### src/rtl/decode_stage.sv
// RV32I decode / operand-fetch stage: accepts instructions from fetch,
// drives the synchronous register file's read addresses, and issues a
// registered decode bundle plus pass-through operands to EX.
// Ports: clk, rst (async, active-high); fetch side instrIn/pcIn/instrValid/
// instrReady, flush; regfile readReg1/2 out, readData1/2 in; EX side
// exValid/exReady, opA/opB, imm, pcOut, rd, aluOp, funct3 and control flags.
// Optional load-use bubble: define DECODE_LOADUSE_STALL_EN.
module decode_stage #(
    parameter int DATAWIDTH = 32,
    parameter int REGADDR   = 5
) (
    input  logic                 clk,
    input  logic                 rst,
    input  logic [DATAWIDTH-1:0] instrIn,
    input  logic [DATAWIDTH-1:0] pcIn,
    input  logic                 instrValid,
    output logic                 instrReady,
    input  logic                 flush,
    output logic [REGADDR-1:0]   readReg1,
    output logic [REGADDR-1:0]   readReg2,
    input  logic [DATAWIDTH-1:0] readData1,
    input  logic [DATAWIDTH-1:0] readData2,
    output logic                 exValid,
    input  logic                 exReady,
    output logic [DATAWIDTH-1:0] opA,
    output logic [DATAWIDTH-1:0] opB,
    output logic [DATAWIDTH-1:0] imm,
    output logic [DATAWIDTH-1:0] pcOut,
    output logic [REGADDR-1:0]   rd,
    output logic [3:0]           aluOp,
    output logic [2:0]           funct3,
    output logic                 regWrite,
    output logic                 memRead,
    output logic                 memWrite,
    output logic                 isBranch,
    output logic                 isJal,
    output logic                 isJalr,
    output logic                 useImm,
    output logic                 illegal
);

    localparam logic [6:0] OPC_LUI    = 7'b0110111;
    localparam logic [6:0] OPC_AUIPC  = 7'b0010111;
    localparam logic [6:0] OPC_JAL    = 7'b1101111;
    localparam logic [6:0] OPC_JALR   = 7'b1100111;
    localparam logic [6:0] OPC_BRANCH = 7'b1100011;
    localparam logic [6:0] OPC_LOAD   = 7'b0000011;
    localparam logic [6:0] OPC_STORE  = 7'b0100011;
    localparam logic [6:0] OPC_OPIMM  = 7'b0010011;
    localparam logic [6:0] OPC_OP     = 7'b0110011;

    typedef struct packed {
        logic [DATAWIDTH-1:0] pc;
        logic [DATAWIDTH-1:0] imm;
        logic [REGADDR-1:0]   rs1;
        logic [REGADDR-1:0]   rs2;
        logic [REGADDR-1:0]   rd;
        logic [3:0]           alu_op;
        logic [2:0]           funct3;
        logic                 reg_write;
        logic                 mem_read;
        logic                 mem_write;
        logic                 is_branch;
        logic                 is_jal;
        logic                 is_jalr;
        logic                 use_imm;
        logic                 illegal;
    } dec_t;

    dec_t bundle_q, bundle_d, dec_in;
    logic ex_valid_q, ex_valid_d;
    logic lu_stall;
    logic accept;
    logic [6:0] opcode;
    logic [2:0] f3;
    logic [31:0] imm32;

    assign opcode = instrIn[6:0];
    assign f3     = instrIn[14:12];

    always_comb begin
        dec_in        = '0;
        imm32         = '0;
        dec_in.pc     = pcIn;
        dec_in.rs1    = REGADDR'(instrIn[19:15]);
        dec_in.rs2    = REGADDR'(instrIn[24:20]);
        dec_in.funct3 = f3;
        unique case (opcode)
            OPC_LUI, OPC_AUIPC: begin
                imm32 = {instrIn[31:12], 12'b0};
                dec_in.reg_write = 1'b1;
                dec_in.use_imm   = 1'b1;
            end
            OPC_JAL: begin
                imm32 = {{11{instrIn[31]}}, instrIn[31],
                         instrIn[19:12], instrIn[20],
                         instrIn[30:21], 1'b0};
                dec_in.reg_write = 1'b1;
                dec_in.is_jal    = 1'b1;
                dec_in.use_imm   = 1'b1;
            end
            OPC_JALR: begin
                imm32 = {{20{instrIn[31]}}, instrIn[31:20]};
                dec_in.reg_write = 1'b1;
                dec_in.is_jalr   = 1'b1;
                dec_in.use_imm   = 1'b1;
            end
            OPC_BRANCH: begin
                imm32 = {{19{instrIn[31]}}, instrIn[31],
                         instrIn[7], instrIn[30:25],
                         instrIn[11:8], 1'b0};
                dec_in.is_branch = 1'b1;
            end
            OPC_LOAD: begin
                imm32 = {{20{instrIn[31]}}, instrIn[31:20]};
                dec_in.reg_write = 1'b1;
                dec_in.mem_read  = 1'b1;
                dec_in.use_imm   = 1'b1;
            end
            OPC_STORE: begin
                imm32 = {{20{instrIn[31]}}, instrIn[31:25],
                         instrIn[11:7]};
                dec_in.mem_write = 1'b1;
                dec_in.use_imm   = 1'b1;
            end
            OPC_OPIMM: begin
                imm32 = {{20{instrIn[31]}}, instrIn[31:20]};
                dec_in.reg_write = 1'b1;
                dec_in.use_imm   = 1'b1;
                // only SRAI uses funct7[5]; other immediates own bit 30
                dec_in.alu_op = {instrIn[30] & (f3 == 3'b101), f3};
            end
            OPC_OP: begin
                dec_in.reg_write = 1'b1;
                dec_in.alu_op    = {instrIn[30], f3};
            end
            default: begin
                dec_in.illegal = 1'b1;
            end
        endcase
        dec_in.imm = DATAWIDTH'($signed(imm32));
        dec_in.rd  = dec_in.reg_write ?
                     REGADDR'(instrIn[11:7]) : '0;
    end

`ifdef DECODE_LOADUSE_STALL_EN
    logic use_rs1, use_rs2;
    logic hit1, hit2;

    always_comb begin
        use_rs1 = 1'b0;
        use_rs2 = 1'b0;
        unique case (opcode)
            OPC_BRANCH, OPC_STORE, OPC_OP: begin
                use_rs1 = 1'b1;
                use_rs2 = 1'b1;
            end
            OPC_JALR, OPC_LOAD, OPC_OPIMM: begin
                use_rs1 = 1'b1;
            end
            default: begin
                use_rs1 = 1'b0;
            end
        endcase
    end

    assign hit1 = use_rs1 && (dec_in.rs1 == bundle_q.rd);
    assign hit2 = use_rs2 && (dec_in.rs2 == bundle_q.rd);
    // loaded value is not in the regfile yet: insert one bubble
    assign lu_stall = ex_valid_q && bundle_q.mem_read &&
                      (bundle_q.rd != '0) && exReady &&
                      (hit1 || hit2);
`else
    assign lu_stall = 1'b0;
`endif

    assign instrReady = !flush && (!ex_valid_q || exReady) &&
                        !lu_stall;
    assign accept = instrValid && instrReady;

    // while not ready, keep re-reading held sources so WB writes land
    assign readReg1 = instrReady ? dec_in.rs1 : bundle_q.rs1;
    assign readReg2 = instrReady ? dec_in.rs2 : bundle_q.rs2;

    always_comb begin
        bundle_d   = bundle_q;
        ex_valid_d = ex_valid_q;
        if (flush) begin
            bundle_d   = '0;
            ex_valid_d = 1'b0;
        end else if (accept) begin
            bundle_d   = dec_in;
            ex_valid_d = 1'b1;
        end else if (ex_valid_q && exReady) begin
            ex_valid_d = 1'b0;
        end
    end

    always_ff @(posedge clk or posedge rst) begin
        if (rst) begin
            bundle_q   <= '0;
            ex_valid_q <= 1'b0;
        end else begin
            bundle_q   <= bundle_d;
            ex_valid_q <= ex_valid_d;
        end
    end

    // regfile allows writes to x0, so zero it here
    assign opA = (bundle_q.rs1 == '0) ? '0 : readData1;
    assign opB = (bundle_q.rs2 == '0) ? '0 : readData2;

    assign exValid  = ex_valid_q;
    assign imm      = bundle_q.imm;
    assign pcOut    = bundle_q.pc;
    assign rd       = bundle_q.rd;
    assign aluOp    = bundle_q.alu_op;
    assign funct3   = bundle_q.funct3;
    assign regWrite = bundle_q.reg_write;
    assign memRead  = bundle_q.mem_read;
    assign memWrite = bundle_q.mem_write;
    assign isBranch = bundle_q.is_branch;
    assign isJal    = bundle_q.is_jal;
    assign isJalr   = bundle_q.is_jalr;
    assign useImm   = bundle_q.use_imm;
    assign illegal  = bundle_q.illegal;

endmodule

### config.mk
export PLATFORM = sky130hd
export DESIGN_NAME = decode_stage
export DESIGN_NICKNAME = d
export VERILOG_FILES = /design/src/rtl/decode_stage.sv
export SDC_FILE = /design/constraint.sdc
export NUM_CORES = 1
export LEC_CHECK = 0
export BUFFER_PORTS_ARGS = -buffer_cell sky130_fd_sc_hd__buf_2
export CAP_MARGIN = 0
export CELL_PAD_IN_SITES_DETAIL_PLACEMENT = 0
export CELL_PAD_IN_SITES_GLOBAL_PLACEMENT = 1
export CORE_ASPECT_RATIO = 1.5
export CORE_MARGIN = 4
export CORE_UTILIZATION = 34
export CTS_CLUSTER_SIZE = 30
export DETAILED_ROUTE_END_ITERATION = 16
export PLACE_DENSITY_LB_ADDON = 0.1
export SLEW_MARGIN = 20
export SYNTH_ARGS = -nofsm -noshare
export SYNTH_HDL_FRONTEND = slang
export SYNTH_SLANG_ARGS = --single-unit
### constraint.sdc
create_clock -name clk -period 4.9 [get_ports clk]
set_input_delay 1.225 -clock clk [delete_from_list [all_inputs] [get_ports clk]]
set_output_delay 1.225 -clock clk [all_outputs]
set_load 0.01 [all_outputs]
==> impl_metrics.json <==
{
  "status": "completed",
  "peakVddDrop_v": 0.0001344,
  "worstPathArrival_ns": 2.55,
  "synth-seq-cells": 95,
  "holdBufCountCts": 0,
  "wirelength_um": 15970,
  "clockBufferDepth": 2,
  "crit_buf_inv": 2,
  "drtAntennaViolNets": 0,
  "whs_ns": 0.4776,
  "die-area_um2": 16420,
  "fin_crit_sh": 0.7707,
  "dp_cells": 841,
  "wl_met2_um": 8060,
  "synth_ff_type": "dfrtp_1",
  "cts_made_buffers": 9,
  "grt_use_total": 0.1866,
  "async_reset_ff_frac": 1.000,
  "synth_edf_count": 0,
  "slowest_stage": "nor2_2",
  "cts.sink_count": 95,
  "synthCells": 458,
  "crit_required_ns": 3.67,
  "io_pins": 293,
  "fin_cells": 857,
  "crit_chain": "buf_2, nor2_2, mux2_2, buf_2",
  "clkTransAtPathRegs_ns": 0.06,
  "firstDrtPassIters": 4,
  "drc": 0,
  "antenna_found_initial": 0,
  "finalSetupViolCount": 0,
  "dr.first_iter.drc_count": 169,
  "min_path_type": "flop to flop",
  "die_y_um": 154.9,
  "finalClockSkew_ns": 0.008906,
  "finalHoldViolCount": 0,
  "wl_met3_um": 1213,
  "synth_warnings": 0,
  "crit_top_cell": "buf_2",
  "root_buffer": "clkbuf_16",
  "nNetsFinal": 793,
  "yosys.cell_types.count": 42,
  "mostFrequentLayoutCells": "buf_2 (292), dfrtp_1 (95), nor2b_1 (66)",
  "via_per_inst": 4.775,
  "cellPowerDensity_nw_per_um2": 298.6,
  "wire_per_inst_um": 18.64,
  "dr.max_layer_used": "met4",
  "port-buffer-count": 292,
  "cap_violations": 0,
  "drt-met1-wl_um": 6503,
  "worst-slew-pin-transition_ns": 1.053,
  "coreArea_um2": 14060,
  "slew_headroom": 0.2959,
  "postCtsResizedCells": 0,
  "netlist_area_um2": 4893,
  "tns_ns": 0,
  "place.gp.congestion": 0.8406,
  "grt-ovfl-total": 0,
  "post-dp-hpwl_um": 12350,
  "critPathMaxFanout": 12,
  "die_w_um": 106.0,
  "slew_viol_final": 0,
  "slowest_delay_ns": 0.59,
  "clkLatencyLatePin_ns": 0.34,
  "layout_commonest_cell": "buf_2",
  "leakage_nw": 3.435,
  "worstSetupEndpointType": "output port",
  "syn2layout_area_growth_pct": 27.95,
  "finalCriticalPeriod_ns": 3.777,
  "initial_utilization": 0.3481,
  "final_layout_size_suffix_gt1_frac": 0.5038,
  "crit_family": "simple AND/OR/NAND/NOR gates",
  "htreeDepth": 3,
  "grt_pass1_wl_um": 24030,
  "grt_max_degree": 64,
  "start_kind": "input pin",
  "cts_tree": "yes",
  "worst-setup-path-type": "input pin to output port",
  "rsz0062_at_grt": "no",
  "syn_nets": 591,
  "fmaxAchievable_mhz": 264.8,
  "num_rows": 53,
  "grt_pass1_vias": 4164,
  "yosysSeqAreaShare": 0.4858,
  "post-cts-setup-buffer-count": 0,
  "syn_avg_cell_area_um2": 10.68,
  "vias": 4092,
  "power_mw": 1.870,
  "antenna_cells": 0
}
==> worst paths after layout <==
path                            depth (start not counted)          end  startpoint  slack [ns]
worst max-delay path                                    4  readReg1[2]       flush        1.12
worst min-delay path                                    2      imm[12]     imm[12]        0.48
worst max register to register                          4      imm[23]     exValid        2.61
worst min register to register                          2      imm[12]     imm[12]        0.48
max in group asynchronous                               3     aluOp[2]         rst        2.92
min in group asynchronous                               2    pcOut[22]         rst        1.04
==> registers in the layout, summed over array words and instances, names as in the netlist <==
| signal | cells |
|---|---|
| imm | 32 |
| pcOut | 32 |
| bundle_q | 10 |
| rd | 5 |
| aluOp | 4 |
| funct3 | 3 |
| exValid | 1 |
| illegal | 1 |
| isBranch | 1 |
| isJal | 1 |
| isJalr | 1 |
| memRead | 1 |
| memWrite | 1 |
| regWrite | 1 |
| useImm | 1 |
==> Yosys cell counts, types with 2 or more instances <==
| master | instances | area [um^2] |
|---|---|---|
| inv_1 | 4 | 15.01 |
| mux2_2 | 10 | 112.6 |
| buf_6 | 2 | 22.52 |
| a22oi_1 | 4 | 30.03 |
| o31ai_1 | 4 | 30.03 |
| nor2_1 | 12 | 45.04 |
| a21o_1 | 2 | 15.01 |
| buf_4 | 76 | 570.6 |
| nor2b_1 | 66 | 412.9 |
| clkbuf_1 | 21 | 78.83 |
| nand2_1 | 23 | 86.33 |
| a221o_1 | 11 | 110.1 |
| or4_1 | 2 | 15.01 |
| and3_1 | 2 | 12.51 |
| o21ai_0 | 18 | 90.09 |
| nand3b_1 | 3 | 22.52 |
| a211oi_1 | 3 | 22.52 |
| a21oi_1 | 10 | 50.05 |
| dfrtp_1 | 95 | 2377 |
| buf_2 | 5 | 25.02 |
| a22o_1 | 60 | 525.5 |
| nand3_1 | 2 | 10.01 |
| nand2b_1 | 4 | 25.02 |
==> layer usage <==
layer,up-vias,global-route usage
li1,1938,-
met1,1968,0.2333
met2,174,0.3175
met3,12,0.05189
met4,0,0.05000
met5,-,0
==> power breakdown <==
| part | total (mW) | switching, mW | internal (mW) |
|---|---|---|---|
| Combinational | 0.366 | 0.211 | 0.156 |
| Clock | 0.678 | 0.303 | 0.375 |
| Sequential | 0.826 | 0.0161 | 0.810 |
| Total | 1.87 | 0.529 | 1.34 |
==> per-stage QoR <==
step | cell area [um^2] | utilization | worst slack (ns)
2_1_floorplan | 4893 | - | 1.198
3_3_place_gp | 5958 | 0.4238 | 0.7038
3_5_place_dp | 5961 | 0.4240 | 1.100
4_1_cts | 6251 | 0.4446 | 1.088
5_1_grt | 6261 | 0.4454 | 1.026
6_report | 6261 | 0.4454 | 1.123
==> final cells by class <==
| type | count | area (um^2) |
|---|---|---|
| multi-input combinational | 254 | 1832 |
| inverter | 4 | 17.52 |
| sequential | 95 | 2377 |
| tap | 192 | 240.2 |
| timing repair buffer | 296 | 1504 |
| fill | 1439 | 7797 |
| clock buffer | 11 | 252.7 |
| clock inverter | 5 | 37.54 |
==> cell families after synthesis <==
kind of cell           count (synthesis)  synth area share
and+or+nand+nor                      125            0.1506
AOI/OAI and AO/OA                    119            0.1943
buffers and inverters                109            0.1463
DFF                                   95            0.4858
muxes                                 10           0.02301
==> worst register-to-register path, stage by stage (launching register included) <==
cell     delay [ns]
dfrtp_1        0.40
nor2b_1        0.20
nor3_4         0.82
and2_1         0.56
a221o_1        0.24
Note: power is estimated with default switching activity, not from simulation.
